[src/rtl/packet_gen_sequencer.sv]
// packet_gen_sequencer: walks a programmed table of traffic bursts, loading
// each entry onto a packet generator's configuration inputs, pulsing its start
// and waiting for it to go idle, repeating the table a programmable number of
// passes (or forever) until the pass count is met or an abort is requested.
module packet_gen_sequencer #(
  parameter int ENTRIES = 8,
  parameter int AW      = $clog2(ENTRIES)
) (
  input  logic          clk,
  input  logic          resetn,
  input  logic          tbl_wr,
  input  logic [AW-1:0] tbl_addr,
  input  logic [79:0]   tbl_wdata,
  input  logic [AW:0]   num_entries,
  input  logic [15:0]   loops,
  input  logic [15:0]   burst_gap,
  input  logic          run,
  input  logic          abort,
  output logic [31:0]   gen_packet_count,
  output logic [15:0]   gen_packet_length,
  output logic [15:0]   gen_idle_cycles,
  output logic [15:0]   gen_initial_value,
  output logic          gen_start,
  input  logic          gen_busy,
  output logic          running,
  output logic [AW-1:0] cur_entry,
  output logic [15:0]   cur_loop,
  output logic [31:0]   bursts_done,
  output logic          done
);

  typedef enum logic [2:0] {
    S_IDLE  = 3'd0,
    S_LOAD  = 3'd1,
    S_START = 3'd2,
    S_WAIT  = 3'd3,
    S_GAP   = 3'd4
  } state_t;

  // Burst table: {initial_value, idle_cycles, packet_length, packet_count}
  logic [79:0] burst_tbl_r [ENTRIES];

  state_t        state_r;
  state_t        state_s;
  logic [AW:0]   num_r;
  logic [15:0]   loops_r;
  logic [15:0]   gap_r;
  logic [15:0]   gap_cnt_r;
  logic [15:0]   gap_cnt_s;
  logic          abort_pend_r;
  logic [AW-1:0] cur_entry_r;
  logic [AW-1:0] cur_entry_s;
  logic [15:0]   cur_loop_r;
  logic [15:0]   cur_loop_s;
  logic [31:0]   bursts_done_r;
  logic [31:0]   gen_count_r;
  logic [15:0]   gen_len_r;
  logic [15:0]   gen_idle_r;
  logic [15:0]   gen_init_r;
  logic          gen_start_r;
  logic          running_r;
  logic          done_r;

  logic [79:0]   entry_s;
  logic [AW:0]   next_entry_s;
  logic [15:0]   next_loop_s;
  logic          abort_any_s;
  logic          start_run_s;
  logic          empty_run_s;
  logic          burst_inc_s;
  logic          advance_s;
  logic          finish_s;

  assign entry_s      = burst_tbl_r[cur_entry_r];
  assign next_entry_s = {1'b0, cur_entry_r} + {{AW{1'b0}}, 1'b1};
  assign next_loop_s  = cur_loop_r + 16'd1;
  // An abort seen this cycle counts the same as one already pending.
  assign abort_any_s  = abort_pend_r | abort;

  // Table write port; programming is only accepted while the sequencer is idle.
  always_ff @(posedge clk) begin
    if (tbl_wr && (state_r == S_IDLE)) begin
      burst_tbl_r[tbl_addr] <= tbl_wdata;
    end
  end

  // Next-state, entry/pass bookkeeping and the shared advance step.
  always_comb begin
    state_s     = state_r;
    cur_entry_s = cur_entry_r;
    cur_loop_s  = cur_loop_r;
    gap_cnt_s   = gap_cnt_r;
    start_run_s = 1'b0;
    empty_run_s = 1'b0;
    burst_inc_s = 1'b0;
    advance_s   = 1'b0;
    finish_s    = 1'b0;

    case (state_r)
      S_IDLE: begin
        if (run) begin
          if (num_entries != {(AW+1){1'b0}}) begin
            start_run_s = 1'b1;
            cur_entry_s = {AW{1'b0}};
            cur_loop_s  = 16'd0;
            state_s     = S_LOAD;
          end else begin
            empty_run_s = 1'b1;
          end
        end else begin
          state_s = S_IDLE;
        end
      end
      S_LOAD: begin
        if (abort_any_s) begin
          finish_s = 1'b1;
        end else if (entry_s[31:0] == 32'd0) begin
          advance_s = 1'b1;
        end else begin
          state_s = S_START;
        end
      end
      S_START: begin
        state_s = S_WAIT;
      end
      S_WAIT: begin
        if (!gen_busy) begin
          burst_inc_s = 1'b1;
          if (gap_r != 16'd0) begin
            gap_cnt_s = gap_r - 16'd1;
            state_s   = S_GAP;
          end else begin
            advance_s = 1'b1;
          end
        end else begin
          state_s = S_WAIT;
        end
      end
      S_GAP: begin
        if (abort_any_s) begin
          finish_s = 1'b1;
        end else if (gap_cnt_r == 16'd0) begin
          advance_s = 1'b1;
        end else begin
          gap_cnt_s = gap_cnt_r - 16'd1;
        end
      end
      default: begin
        state_s = S_IDLE;
      end
    endcase

    if (advance_s) begin
      if (abort_any_s) begin
        finish_s = 1'b1;
      end else if (next_entry_s < num_r) begin
        cur_entry_s = next_entry_s[AW-1:0];
        state_s     = S_LOAD;
      end else begin
        cur_loop_s = next_loop_s;
        if ((loops_r != 16'd0) && (next_loop_s == loops_r)) begin
          finish_s = 1'b1;
        end else begin
          cur_entry_s = {AW{1'b0}};
          state_s     = S_LOAD;
        end
      end
    end else begin
      cur_loop_s = cur_loop_s;
    end

    if (finish_s) begin
      state_s = S_IDLE;
    end else begin
      state_s = state_s;
    end
  end

  // State register plus run parameters captured when a run starts.
  always_ff @(posedge clk or negedge resetn) begin
    if (!resetn) begin
      state_r      <= S_IDLE;
      cur_entry_r  <= {AW{1'b0}};
      cur_loop_r   <= 16'd0;
      gap_cnt_r    <= 16'd0;
      num_r        <= {(AW+1){1'b0}};
      loops_r      <= 16'd0;
      gap_r        <= 16'd0;
      abort_pend_r <= 1'b0;
    end else begin
      state_r     <= state_s;
      cur_entry_r <= cur_entry_s;
      cur_loop_r  <= cur_loop_s;
      gap_cnt_r   <= gap_cnt_s;
      if (start_run_s) begin
        num_r   <= num_entries;
        loops_r <= loops;
        gap_r   <= burst_gap;
      end
      // Abort is remembered until the run winds down to idle.
      if (state_r == S_IDLE) begin
        abort_pend_r <= 1'b0;
      end else if (abort) begin
        abort_pend_r <= 1'b1;
      end
    end
  end

  // Registered generator interface and status outputs.
  always_ff @(posedge clk or negedge resetn) begin
    if (!resetn) begin
      gen_count_r   <= 32'd0;
      gen_len_r     <= 16'd0;
      gen_idle_r    <= 16'd0;
      gen_init_r    <= 16'd0;
      gen_start_r   <= 1'b0;
      running_r     <= 1'b0;
      done_r        <= 1'b0;
      bursts_done_r <= 32'd0;
    end else begin
      // Config is captured while in LOAD and held until the next LOAD.
      if (state_r == S_LOAD) begin
        gen_count_r <= entry_s[31:0];
        gen_len_r   <= entry_s[47:32];
        gen_idle_r  <= entry_s[63:48];
        gen_init_r  <= entry_s[79:64];
      end
      gen_start_r <= (state_s == S_START);
      running_r   <= (state_s != S_IDLE);
      done_r      <= finish_s | empty_run_s;
      if (burst_inc_s) begin
        bursts_done_r <= bursts_done_r + 32'd1;
      end
    end
  end

  assign gen_packet_count  = gen_count_r;
  assign gen_packet_length = gen_len_r;
  assign gen_idle_cycles   = gen_idle_r;
  assign gen_initial_value = gen_init_r;
  assign gen_start         = gen_start_r;
  assign running           = running_r;
  assign cur_entry         = cur_entry_r;
  assign cur_loop          = cur_loop_r;
  assign bursts_done       = bursts_done_r;
  assign done              = done_r;

endmodule

[config.mk]
export PLATFORM = sky130hd
export DESIGN_NAME = packet_gen_sequencer
export DESIGN_NICKNAME = d
export VERILOG_FILES = /design/src/rtl/packet_gen_sequencer.sv
export SDC_FILE = /design/constraint.sdc
export NUM_CORES = 1
export LEC_CHECK = 0
export ABC_CLOCK_PERIOD_IN_PS = 22700
export BUFFER_PORTS_ARGS = -buffer_cell sky130_fd_sc_hd__buf_2
export CAP_MARGIN = 10
export CORE_AREA = 4 4 231 233
export CTS_CLUSTER_SIZE = 10
export DETAILED_ROUTE_END_ITERATION = 7
export DIE_AREA = 0 0 235 237
export PLACE_DENSITY_LB_ADDON = 0.3
export SETUP_SLACK_MARGIN = 0.1
export SYNTH_ARGS = -nofsm -noshare
export SYNTH_HDL_FRONTEND = slang
export SYNTH_SLANG_ARGS = --single-unit
[constraint.sdc]
create_clock -name clk -period 22.7 [get_ports clk]
set_clock_uncertainty 0.1 [all_clocks]
set_input_delay 0 -clock clk [delete_from_list [all_inputs] [get_ports clk]]
set_output_delay 0 -clock clk [all_outputs]
set_load 0.01 [all_outputs]
-- Word level (Yosys, flattened, before mapping)
Memory sizes are Yosys's and may differ from the RTL's.
Index checks and enable logic that the tools add are counted.
- word-level logic and storage cells: 103
- bits in registers: 190
- memories kept: 1
- memory bits (writable): 640
- add/subtract/negate cells: 5
- order comparisons: 1
- bitwise operators: 2
- reduce and logical (&&, ||, !) cells: 13
- eq/ne operators: 10
- mux-type cells: 55
- memories (memory ; words ; bits a word ; read ports ; clocked after memory_dff ; wr ports ; line ; source):
    burst_tbl_r ; 8 ; 80 ; 1 ; 0 ; 1 ; 41 ; logic [79:0] burst_tbl_r [ENTRIES];
- operator list (cell ; count):
    16-bit 2-to-1 mux ; 10
    3-bit 2-to-1 mux ; 18
    32-bit by 1-bit adder with 32-bit output, second input constant ; 1
    32-bit zero test ; 1
    16-bit case mux with 2 select lines ; 1
    16-bit nonzero test ; 2
    16-bit by 1-bit subtractor with 16-bit output, second input constant ; 2
    1-bit 2-to-1 mux ; 24
    16-bit by 1-bit adder with 16-bit output, second input constant ; 1
    16-bit == test ; 1
    16-bit zero test ; 1
    3-bit case mux with 5 select lines ; 1
    3-bit by 2-bit == test with 1-bit output, second input constant ; 3
    2-bit inequality test, second input constant ; 4
    5-bit AND reduction ; 1
    3-bit by 1-bit adder with 4-bit output, second input constant ; 1
    4-bit less-than comparator ; 1
    2-bit nonzero test ; 2
    4-bit nonzero test ; 1
    3-bit by 1-bit == test with 1-bit output, second input constant ; 1
    3-bit == test, second input constant ; 1
    3-bit zero test ; 1
    1-bit case mux with 3 select lines ; 1
    3-bit nonzero test ; 1
    3 further kinds ; 5

-- Longest topological paths before layout
Gate-level depths: netlist of the first run.
An unclocked memory read counts as a cell.
- depth in word-level cells: 11
- depth in mapped cells: 14

-- Worst setup path after synthesis of the first run
No wires, ideal clock.
- kind: register to register
- start point: register state_r[1]
- end point: memory burst_tbl_r[1][0] (enable)
- cell stages (with the launch flop): 4
- setup slack: 15.556 ns
- clock period less this slack: 7.144 ns
- path buffers: 0
- arrival: 6.427 ns
- data required time: 21.982 ns
- cell sequence: dfrtp_1 nor3_1 nand3_1 nor3_1
- cells in the longest elaborated chain, start to end: 4
- ends and longest elaborated chain (item ; line ; source):
    start, declared ; 43 ; state_t state_r;
    start signal, assigned ; 191 ; state_r <= state_s;
    3-bit zero test ; 82 ; if (tbl_wr && (state_r == S_IDLE)) begin
    1-bit logical AND ; 82 ;
    1-bit 2-to-1 mux ; 82 ;
    1-bit 2-to-1 mux (not written as such) ; 83 ; burst_tbl_r[tbl_addr] <= tbl_wdata;
    end, declared ; 41 ;
No other way between the ends.

-- Worst setup path in the final report of the first run
- start point: register cur_entry_r[0] (netlist: cur_entry[0])
- end point: register done_r (netlist: done)
- cells in the longest elaborated chain, start to end: 7
- elaborated cells between the ends (all ways): 11
- ends and longest elaborated chain (item ; line ; source):
    start, declared ; 51 ; logic [AW-1:0] cur_entry_r;
    start signal, assigned ; 183 ; cur_entry_r <= {AW{1'b0}};
    start signal, assigned ; 192 ; cur_entry_r <= cur_entry_s;
    memory 8 x 80 bit ; n/a ;
    32-bit zero test ; 117 ; end else if (entry_s[31:0] == 32'd0) begin
    1-bit 2-to-1 mux ; 117 ;
    1-bit 2-to-1 mux ; 115 ; if (abort_any_s) begin
    1-bit case mux with 3 select lines ; 99 ; case (state_r)
    1-bit 2-to-1 mux (*) ; 153 ; if (advance_s) begin
    1-bit bitwise OR (*) ; 230 ; done_r <= finish_s | empty_run_s;
    end signal, assigned ; 230 ;
    end, declared ; 62 ; logic done_r;
Every way passes the cells marked *; elsewhere a longest branch is shown, timed or not.
A chain may end at the register's enable or synchronous reset.

==> Implementation_results.wiki, run 1 <==
{| class="wikitable"
! Metric !! Value
|-
| Outcome || finished, final reports clean
|-
| Arrival @ worst endpoint || 5.71 ns
|-
| Ys async rst share || 22.9%
|-
| Antenna Nets Post-Route || 0
|-
| Count of pins over their slew limit || 0
|-
| Die Area || 55,700 um2
|-
| H-tree depth || 3
|-
| Number of enable flip-flop cells after synthesis || 640
|-
| Maximum net fanout on the critical path || 120
|-
| Number of warnings issued by yosys || 0
|-
| Crit-path cells || buf_12, buf_4, mux4_2, mux2i_1, nand4_1, nor4_1, nand2_1, o211a_1, o32ai_1, dlygate4sd3_1
|-
| Wirelength, routed || 75.7 mm
|-
| Post-detailed-route wirelength per cell || 24.6 um
|-
| Syn avg cell area || 17.4 um2
|-
| Post-synth net total || 2,007
|-
| Kind of capture point of the worst setup path || register
|-
| Share of layout cells above drive strength 1 || 23.9%
|-
| Standby leakage power || 13.9 nW
|-
| Total of max-cap violations || 0
|-
| Launch point of the worst path || cur_entry[0]$_DFF_PN0_
|-
| Worst path slowest cell || sky130_fd_sc_hd__buf_4
|-
| Critical hold path startpoint || burst_gap[4]
|-
| Class of the tightest hold or removal check || input pin to register
|-
| WHS || 0.0236 ns
|-
| Slew at the pin closest to its max-slew limit || 1.18 ns
|-
| Wire length of the first global-routing pass || 118 mm
|-
| Total GRT Usage || 27.4%
|-
| RSZ-0062 raised after global routing || false
|-
| TritonCTS clock tree || built
|-
| Port Buffer Count || 258
|-
| Flip-flop and latch count after synthesis || 830
|-
| Height of the die || 237 um
|-
| Worst r2r src || cur_entry[0]$_DFF_PN0_
|-
| Clock-pin slew reported for the worst setup and hold paths after clock tree synthesis || 0.06 ns
|-
| Placement Rows || 83
|-
| Maximum achievable frequency || 191 MHz
|-
| Root Driver || sky130_fd_sc_hd__clkbuf_16
|-
| Final Power || 3.86 mW
|-
| Number of gates given a new drive strength after cts || 0
|-
| Total number of nets in the final design || 2,449
|-
| Number of DRC markers after the initial detailed-route iteration || 2,078
|-
| Overflow left after global routing || 0
|-
| Hold Fails Final Rpt || 0
|-
| Sequential area share after synthesis || 73.5%
|-
| Antenna violations before repair || 10
|-
| Total CTS buffers || 93
|-
| Standard cell core area || 51,200 um2
|-
| Final setup fails || 0
|-
| Average via count per standard cell || 6.16
|-
| Register bank with the most flops || burst_tbl_r
|-
| Via count of the routed design || 19,000
|-
| Post-route fraction of the period consumed by the critical path || 23.1%
|-
| Placer's final routability congestion estimate || 0.910
|-
| Leading register cell type out of synthesis || sky130_fd_sc_hd__edfxtp_1
|-
| Relative slew margins || 20.4%
|-
| Power per cell area || 99.2 nW/um2
|-
| Nature of the critical path startpoint || register
|-
| Post-route setup TNS || 0 ns
|-
| Dpl cell area || 34,700 um2
|-
| Cell count after synthesis || 1,875
|-
| Layout-stage area growth over the synthesis result || 19.4%
|-
| Number of library cell types mapped by synthesis || 57
|-
| Number of ports placed on the die boundary || 259
|-
| Data required time of the worst path || 23.16 ns
|-
| Synthesized cell area || 32,600 um2
|-
| Period minus WS final || 5.24 ns
|-
| Design Area, Final || 38,900 um2
|-
| DRC violations left || 0
|-
| Total buffers and inverters traversed by the critical path || 3
|-
| Max Root-Sink Buffers || 3
|-
| Delay of the slowest critical-path stage || 0.84 ns
|-
| Starting utilization of the core area || 63.7%
|-
| Largest net degree at the start of global routing || 121
|-
| Category of the most critical setup path || register to register
|-
| Floorplan die width || 235 um
|-
| Number of iterations in the first detailed-routing pass || 7
|-
| Worst voltage drop across the vdd grid || 0.0849 mV
|-
| DP HPWL || 42.1 mm
|-
| Clock net sink count || 830
|-
| Number of global-route vias before repair || 19,900
|-
| Number of flip-flops under the largest register name || 640
|-
| Kind of cell adding the most delay to the critical path || buffers and inverters
|-
| Insertion delay to the later sink of the worst-skew pair || 0.64 ns
|}
synth_stat cells, types with 4 or more instances:
cell	instances	share of area, %
sky130_fd_sc_hd__a2111oi_0	6	0.16
sky130_fd_sc_hd__a21o_1	10	0.23
sky130_fd_sc_hd__o21ai_0	101	1.6
sky130_fd_sc_hd__or3_1	11	0.21
sky130_fd_sc_hd__nand2b_1	11	0.21
sky130_fd_sc_hd__mux4_2	160	11
sky130_fd_sc_hd__nor2_1	58	0.67
sky130_fd_sc_hd__a211oi_1	9	0.21
sky130_fd_sc_hd__o32ai_1	4	0.11
sky130_fd_sc_hd__xor2_1	20	0.54
sky130_fd_sc_hd__mux2i_1	88	2.7
sky130_fd_sc_hd__nand3_1	23	0.35
sky130_fd_sc_hd__nor3_1	33	0.51
sky130_fd_sc_hd__xnor2_1	37	0.99
sky130_fd_sc_hd__buf_1	15	0.17
sky130_fd_sc_hd__inv_1	10	0.12
sky130_fd_sc_hd__clkbuf_1	62	0.71
sky130_fd_sc_hd__a21oi_1	35	0.54
sky130_fd_sc_hd__and2_1	5	0.096
sky130_fd_sc_hd__nand2_1	239	2.8
sky130_fd_sc_hd__nor3b_1	4	0.092
sky130_fd_sc_hd__dfrtp_1	190	15
sky130_fd_sc_hd__buf_6	4	0.14
sky130_fd_sc_hd__buf_2	4	0.061
sky130_fd_sc_hd__ha_1	7	0.27
sky130_fd_sc_hd__nor4_1	10	0.19
sky130_fd_sc_hd__nand4_1	19	0.36
sky130_fd_sc_hd__edfxtp_1	640	59
sky130_fd_sc_hd__and3_1	12	0.23
layer usage:
layer  share of wire, %  up-vias  track usage (%)
met5              0.074        -                0
met4                2.8       10             7.98
met3                8.5      145             5.59
met1                 38     9674             37.4
li1                   -     8195                -
met2                 51      958             45.9
logic make-up (layout without fill, tap and decap cells):
group / count (synthesis) / after routing / share of synthesized area (%)
buffers and inverters: 98 / 616 / 1.26
XOR/XNOR: 57 / 57 / 1.53
other: 0 / 8 / 0
AND/OR/NAND/NOR: 446 / 446 / 6.20
adder cells (fa/ha/maj): 7 / 7 / 0.269
multiplexers: 251 / 251 / 13.9
AO/OA/AOI/OAI: 186 / 186 / 3.36
flip-flops: 830 / 830 / 73.5
worst paths after layout:
check	endpoint	slack (ns)	cells past startpoint
min	gap_r[4]$_DFFE_PN0P_	0.02	4
max	done$_DFF_PN0_	17.46	10
min in group asynchronous	gap_cnt_r[8]$_DFFE_PN0P_	0.49	4
max reg2reg	done$_DFF_PN0_	17.46	10
max in group asynchronous	cur_entry[2]$_DFF_PN0_	21.12	4
min reg2reg	bursts_done[31]$_DFFE_PN0P_	0.37	1
power by group:
group,internal [mW],switching [mW],total [mW]
sequential,1.81,0.125,1.94
clock,0.782,0.572,1.35
combinational,0.207,0.364,0.571
total,2.80,1.06,3.86
stage by stage:
step | setup slack, ns | instances | util, %
after floorplan | 15.56 | 1875 | -
after global placement | 17.69 | 2755 | 67.8
after detailed placement | 17.54 | 2755 | 67.8
after CTS | 17.44 | 3073 | 76.0
after global routing | 17.04 | 3077 | 76.0
final | 17.46 | 3081 | 76.1
cells in the final DEF (no fill, tap or decap), types with 7 or more instances in the layout:
cell	instances
sky130_fd_sc_hd__dfrtp_1	187
sky130_fd_sc_hd__mux2i_1	88
sky130_fd_sc_hd__or3_1	10
sky130_fd_sc_hd__edfxtp_1	640
sky130_fd_sc_hd__buf_2	257
sky130_fd_sc_hd__and3_1	12
sky130_fd_sc_hd__clkbuf_1	70
sky130_fd_sc_hd__o21ai_0	101
sky130_fd_sc_hd__xnor2_1	37
sky130_fd_sc_hd__a21oi_1	35
sky130_fd_sc_hd__a211oi_1	9
sky130_fd_sc_hd__xor2_1	20
sky130_fd_sc_hd__clkbuf_16	94
sky130_fd_sc_hd__nand2_1	239
sky130_fd_sc_hd__nand4_1	19
sky130_fd_sc_hd__a21o_1	10
sky130_fd_sc_hd__nor4_1	10
sky130_fd_sc_hd__nand2b_1	11
sky130_fd_sc_hd__dlygate4sd3_1	146
sky130_fd_sc_hd__nand3_1	23
sky130_fd_sc_hd__diode_2	8
sky130_fd_sc_hd__nor3_1	31
sky130_fd_sc_hd__inv_1	10
sky130_fd_sc_hd__nor2_1	52
sky130_fd_sc_hd__mux4_2	160
sky130_fd_sc_hd__buf_4	28
sky130_fd_sc_hd__ha_1	7
what timing repair did:
item / in CTS / in global routing
endpoints found under the hold margin: 764 / 0
endpoints found under the setup margin: 0 / 0
buffers inserted: 0 / 0
hold buffers: 147 / 0
worst reg2reg max path: stages, from the launching register on:
cell and delay [ns]:
sky130_fd_sc_hd__dfrtp_4 0.41, sky130_fd_sc_hd__buf_12 0.68, sky130_fd_sc_hd__buf_4 1.00, sky130_fd_sc_hd__mux4_2 0.65, sky130_fd_sc_hd__mux2i_1 0.24, sky130_fd_sc_hd__nand4_1 0.16
sky130_fd_sc_hd__nor4_1 0.60, sky130_fd_sc_hd__nand2_1 0.26, sky130_fd_sc_hd__o211a_1 0.28, sky130_fd_sc_hd__o32ai_1 0.23, sky130_fd_sc_hd__dlygate4sd3_1 0.58
area by class of cell:
type	count	area, um2
diodes	8	20.0
well taps	680	851
clock inverters	6	106
repair buffers	434	3020
inverters	11	41.3
fillers	2837	12300
multi-input cells	947	8290
clock buffers	165	2630
flip-flops and latches	830	24000
(Power assumes the default switching activity.)
==> run 2, diff against run 1 <==
--- a/config.mk
+++ b/config.mk
@@ -5,13 +5,13 @@
 export SDC_FILE = /design/constraint.sdc
 export NUM_CORES = 1
 export LEC_CHECK = 0
-export ABC_CLOCK_PERIOD_IN_PS = 22700
+export ABC_CLOCK_PERIOD_IN_PS = 4230
 export BUFFER_PORTS_ARGS = -buffer_cell sky130_fd_sc_hd__buf_2
 export CAP_MARGIN = 10
-export CORE_AREA = 4 4 231 233
+export CORE_AREA = 4 4 251 253
 export CTS_CLUSTER_SIZE = 10
 export DETAILED_ROUTE_END_ITERATION = 7
-export DIE_AREA = 0 0 235 237
+export DIE_AREA = 0 0 255 257
 export PLACE_DENSITY_LB_ADDON = 0.3
 export SETUP_SLACK_MARGIN = 0.1
 export SYNTH_ARGS = -nofsm -noshare
==> constraint.sdc (replaced) <==
create_clock -name clk -period 4.23 [get_ports clk]
set_clock_uncertainty 0.1 [all_clocks]
set_input_delay 0 -clock clk [delete_from_list [all_inputs] [get_ports clk]]
set_output_delay 0 -clock clk [all_outputs]
set_load 0.01 [all_outputs]
==> run 2 against run 1 <==
  * Die area rose by 18%
  * Core utilization fell by 11 points
  * Clock power rose to 5.6 times the previous value
  * Critical path depth fell by 1
  * First-iteration DRC count fell by 16%
  * Sequential share of layout area fell by 1.1 points
  * Non-clock buffer count rose by 24
  * Hold slack improved by 0.020 ns
  * Clock-buffer cell count rose by 6
  * Power rose to 5.5 times the previous value
  * Largest cell class unchanged
==> Implementation_results.wiki, run 2 (synthesized netlist as in run 1, its figures left out) <==
{| class="wikitable"
! Metric !! Value
|-
| Share of layout cells above drive strength 1 || 24.5% (was 23.9%)
|-
| Max Root-Sink Buffers || 3 (unchanged)
|-
| Average via count per standard cell || 5.76 (was 6.16)
|-
| Root Driver || sky130_fd_sc_hd__clkbuf_16 (unchanged)
|-
| Routed metal-1 wire length || 29.8 mm (was 28.8 mm)
|-
| Total buffers and inverters traversed by the critical path || 2 (was 3)
|-
| Standard cell core area || 61,000 um2 (was 51,200 um2)
|-
| Wirelength, routed || 74.7 mm (was 75.7 mm)
|-
| Post-layout util || 65.0% (was 76.1%)
|-
| Arrival @ worst endpoint || 4.42 ns (was 5.71 ns)
|-
| Total number of nets in the final design || 2,475 (was 2,449)
|-
| Delay of the slowest critical-path stage || 0.63 ns (was 0.84 ns)
|-
| Period minus WS final || 3.94 ns (was 5.24 ns)
|-
| Maximum net fanout on the critical path || 38 (was 120)
|-
| Data required time of the worst path || 4.71 ns (was 23.16 ns)
|-
| Hold Fails Final Rpt || 0 (unchanged)
|-
| Via count of the routed design || 18,500 (was 19,000)
|-
| Number of inserted filler cells in the final layout || 4,100 (was 2,837)
|-
| Crit-path cells || buf_12, mux4_2, mux2i_1, nand4_1, nor4_2, nand2_1, o211a_1, o32ai_1, dlygate4sd3_1 (was buf_12, buf_4, mux4_2, mux2i_1, nand4_1, nor4_1, nand2_1, o211a_1, o32ai_1, dlygate4sd3_1)
|-
| Number of global-route vias before repair || 19,400 (was 19,900)
|-
| Wire length on met3 || 5.89 mm (was 6.43 mm)
|-
| Total of max-cap violations || 0 (unchanged)
|-
| Final setup fails || 0 (unchanged)
|-
| Launch point of the worst path || cur_entry[0]$_DFF_PN0_ (unchanged)
|-
| Total met2 wirelength after detailed routing || 37.3 mm (was 38.3 mm)
|-
| Antenna violations before repair || 9 (was 10)
|-
| Layout-stage area growth over the synthesis result || 21.6% (was 19.4%)
|-
| Number of flip-flops under the largest register name || 640 (unchanged)
|-
| Dpl cell area || 35,100 um2 (was 34,700 um2)
|-
| Kind of cell adding the most delay to the critical path || buffers and inverters (unchanged)
|-
| TritonCTS clock tree || built (unchanged)
|-
| Nature of the critical path startpoint || register (unchanged)
|-
| Most used cells in the layout excluding fill and tap cells || sky130_fd_sc_hd__edfxtp_1, sky130_fd_sc_hd__buf_2, sky130_fd_sc_hd__nand2_1 (unchanged)
|-
| Clock-pin slew reported for the worst setup and hold paths after clock tree synthesis || 0.06 ns (about the same)
|-
| Floorplan die width || 255 um (was 235 um)
|-
| Relative slew margins || 33.8% (was 20.4%)
|-
| Total GRT Usage || 23.1% (was 27.4%)
|-
| Port Buffer Count || 258 (unchanged)
|-
| Final Power || 21.1 mW (was 3.86 mW)
|-
| Pre-CTS setup slack || 0.351 ns (was 17.54 ns)
|-
| H-tree depth || 3 (unchanged)
|-
| Standby leakage power || 14.2 nW (was 13.9 nW)
|-
| Kind of capture point of the worst setup path || register (unchanged)
|-
| Maximum achievable frequency || 254 MHz (was 191 MHz)
|-
| Worst voltage drop across the vdd grid || 0.393 mV (was 0.0849 mV)
|-
| Final setup margin || 0.290 ns (was 17.46 ns)
|-
| Post-detailed-route wirelength per cell || 23.2 um (was 24.6 um)
|-
| Number of ports placed on the die boundary || 259 (unchanged)
|-
| Commonest non-fill, non-tap cell in the layout || sky130_fd_sc_hd__edfxtp_1 (unchanged)
|-
| Placement Rows || 91 (was 83)
|-
| Largest net degree at the start of global routing || 91 (was 121)
|-
| Post-route fraction of the period consumed by the critical path || 93.2% (was 23.1%)
|-
| Wire length of the first global-routing pass || 115 mm (was 118 mm)
|-
| Total CTS buffers || 95 (was 93)
|-
| Antenna Nets Post-Route || 0 (unchanged)
|-
| Worst path slowest cell || sky130_fd_sc_hd__dfrtp_4 (was sky130_fd_sc_hd__buf_4)
|-
| Die Area || 65,500 um2 (was 55,700 um2)
|-
| Slew at the pin closest to its max-slew limit || 0.993 ns (was 1.18 ns)
|-
| Height of the die || 257 um (was 237 um)
|-
| Clock net sink count || 830 (unchanged)
|-
| Count of pins over their slew limit || 0 (unchanged)
|-
| R2R Setup Slk || 0.29 ns (was 17.46 ns)
|-
| DP HPWL || 42.7 mm (was 42.1 mm)
|-
| Number of DRC markers after the initial detailed-route iteration || 1,741 (was 2,078)
|-
| Register bank with the most flops || burst_tbl_r (unchanged)
|-
| Category of the most critical setup path || register to register (unchanged)
|-
| Top sig layer || met5 (unchanged)
|-
| Critical Path Sink || done$_DFF_PN0_ (unchanged)
|-
| Starting utilization of the core area || 53.4% (was 63.7%)
|-
| Placer's final routability congestion estimate || 0.852 (was 0.910)
|-
| Worst reg2reg endpoint || done$_DFF_PN0_ (unchanged)
|-
| Depth of the worst register-to-register path || 9 (was 10)
|-
| Design Area, Final || 39,700 um2 (was 38,900 um2)
|-
| Power per cell area || 531 nW/um2 (was 99.2 nW/um2)
|-
| Outcome || finished, final reports clean (unchanged)
|-
| RSZ-0062 raised after global routing || false (unchanged)
|-
| Overflow left after global routing || 0 (unchanged)
|-
| Critical Path Stages || 9 (was 10)
|-
| Number of iterations in the first detailed-routing pass || 6 (was 7)
|-
| WHS || 0.0433 ns (was 0.0236 ns)
|-
| Class of the tightest hold or removal check || input pin to register (unchanged)
|-
| Post-CTS Repair Setup Buffers || 0 (unchanged)
|-
| DRC violations left || 0 (unchanged)
|-
| Worst r2r src || cur_entry[0]$_DFF_PN0_ (unchanged)
|-
| Insertion delay to the later sink of the worst-skew pair || 0.64 ns (about the same)
|}
[run 2: where the power goes]
group	internal (mW)	switching (mW)	leakage, nW
clock network	4.48	3.10	1.38
logic	1.14	1.96	4.61
registers	9.72	0.652	8.19
total	15.3	5.71	14.2
[run 2: final cells by class]
cell class                 instances  area (um2)  share of cell area (%)
inverter                          11        41.3                   0.104
antenna                            6        15.0                  0.0379
tap                              790         988                    2.49
timing repair buffer             458        3420                    8.63
multi-input combinational        947        8300                    20.9
clock inverter                     7         121                   0.306
clock buffer                     171        2780                    7.00
sequential                       830       24000                    60.5
[run 2: worst reg2reg max path, delay by kind of cell (launching register included)]
kind | cells | cell delay [ns]
AO/OA/AOI/OAI | 2 | 0.48
buffers and inverters | 2 | 0.94
flip-flops | 1 | 0.63
AND/OR/NAND/NOR | 3 | 0.92
multiplexers | 2 | 0.81
[run 2: worst min path at each step]
| stage | startpoint | endpoint | cells past startpoint |
|---|---|---|---|
| 2_1_floorplan | resetn | abort_pend_r$_DFFE_PN0P_ | 0 |
| 3_3_place_gp | resetn | gap_cnt_r[9]$_DFFE_PN0P_ | 1 |
| 3_5_place_dp | resetn | gap_cnt_r[9]$_DFFE_PN0P_ | 1 |
| 4_1_cts | burst_gap[13] | gap_r[13]$_DFFE_PN0P_ | 4 |
| 5_1_grt | loops[3] | loops_r[3]$_DFFE_PN0P_ | 4 |
| 6_report | loops[3] | loops_r[3]$_DFFE_PN0P_ | 4 |
[run 2: timing repair]
action	in CTS	in global routing
gates resized for setup	0	2
hold endpoints to repair	901	0
endpoints found under the setup margin	0	2
hold buffers	158	0
[run 2: stage by stage]
step	instances	setup TNS, ns
global placement	2878	0
finish	3220	0
global route	3216	0
CTS	3214	0
detailed placement	2878	0
floorplan	1875	-439.58
[run 2: per-layer routing]
layer  GRT usage (%)  vias to the layer above
met5               0                        -
met4            6.68                        8
met3            5.20                      127
met2            38.2                      668
met1            31.2                     9495
li1                -                     8240
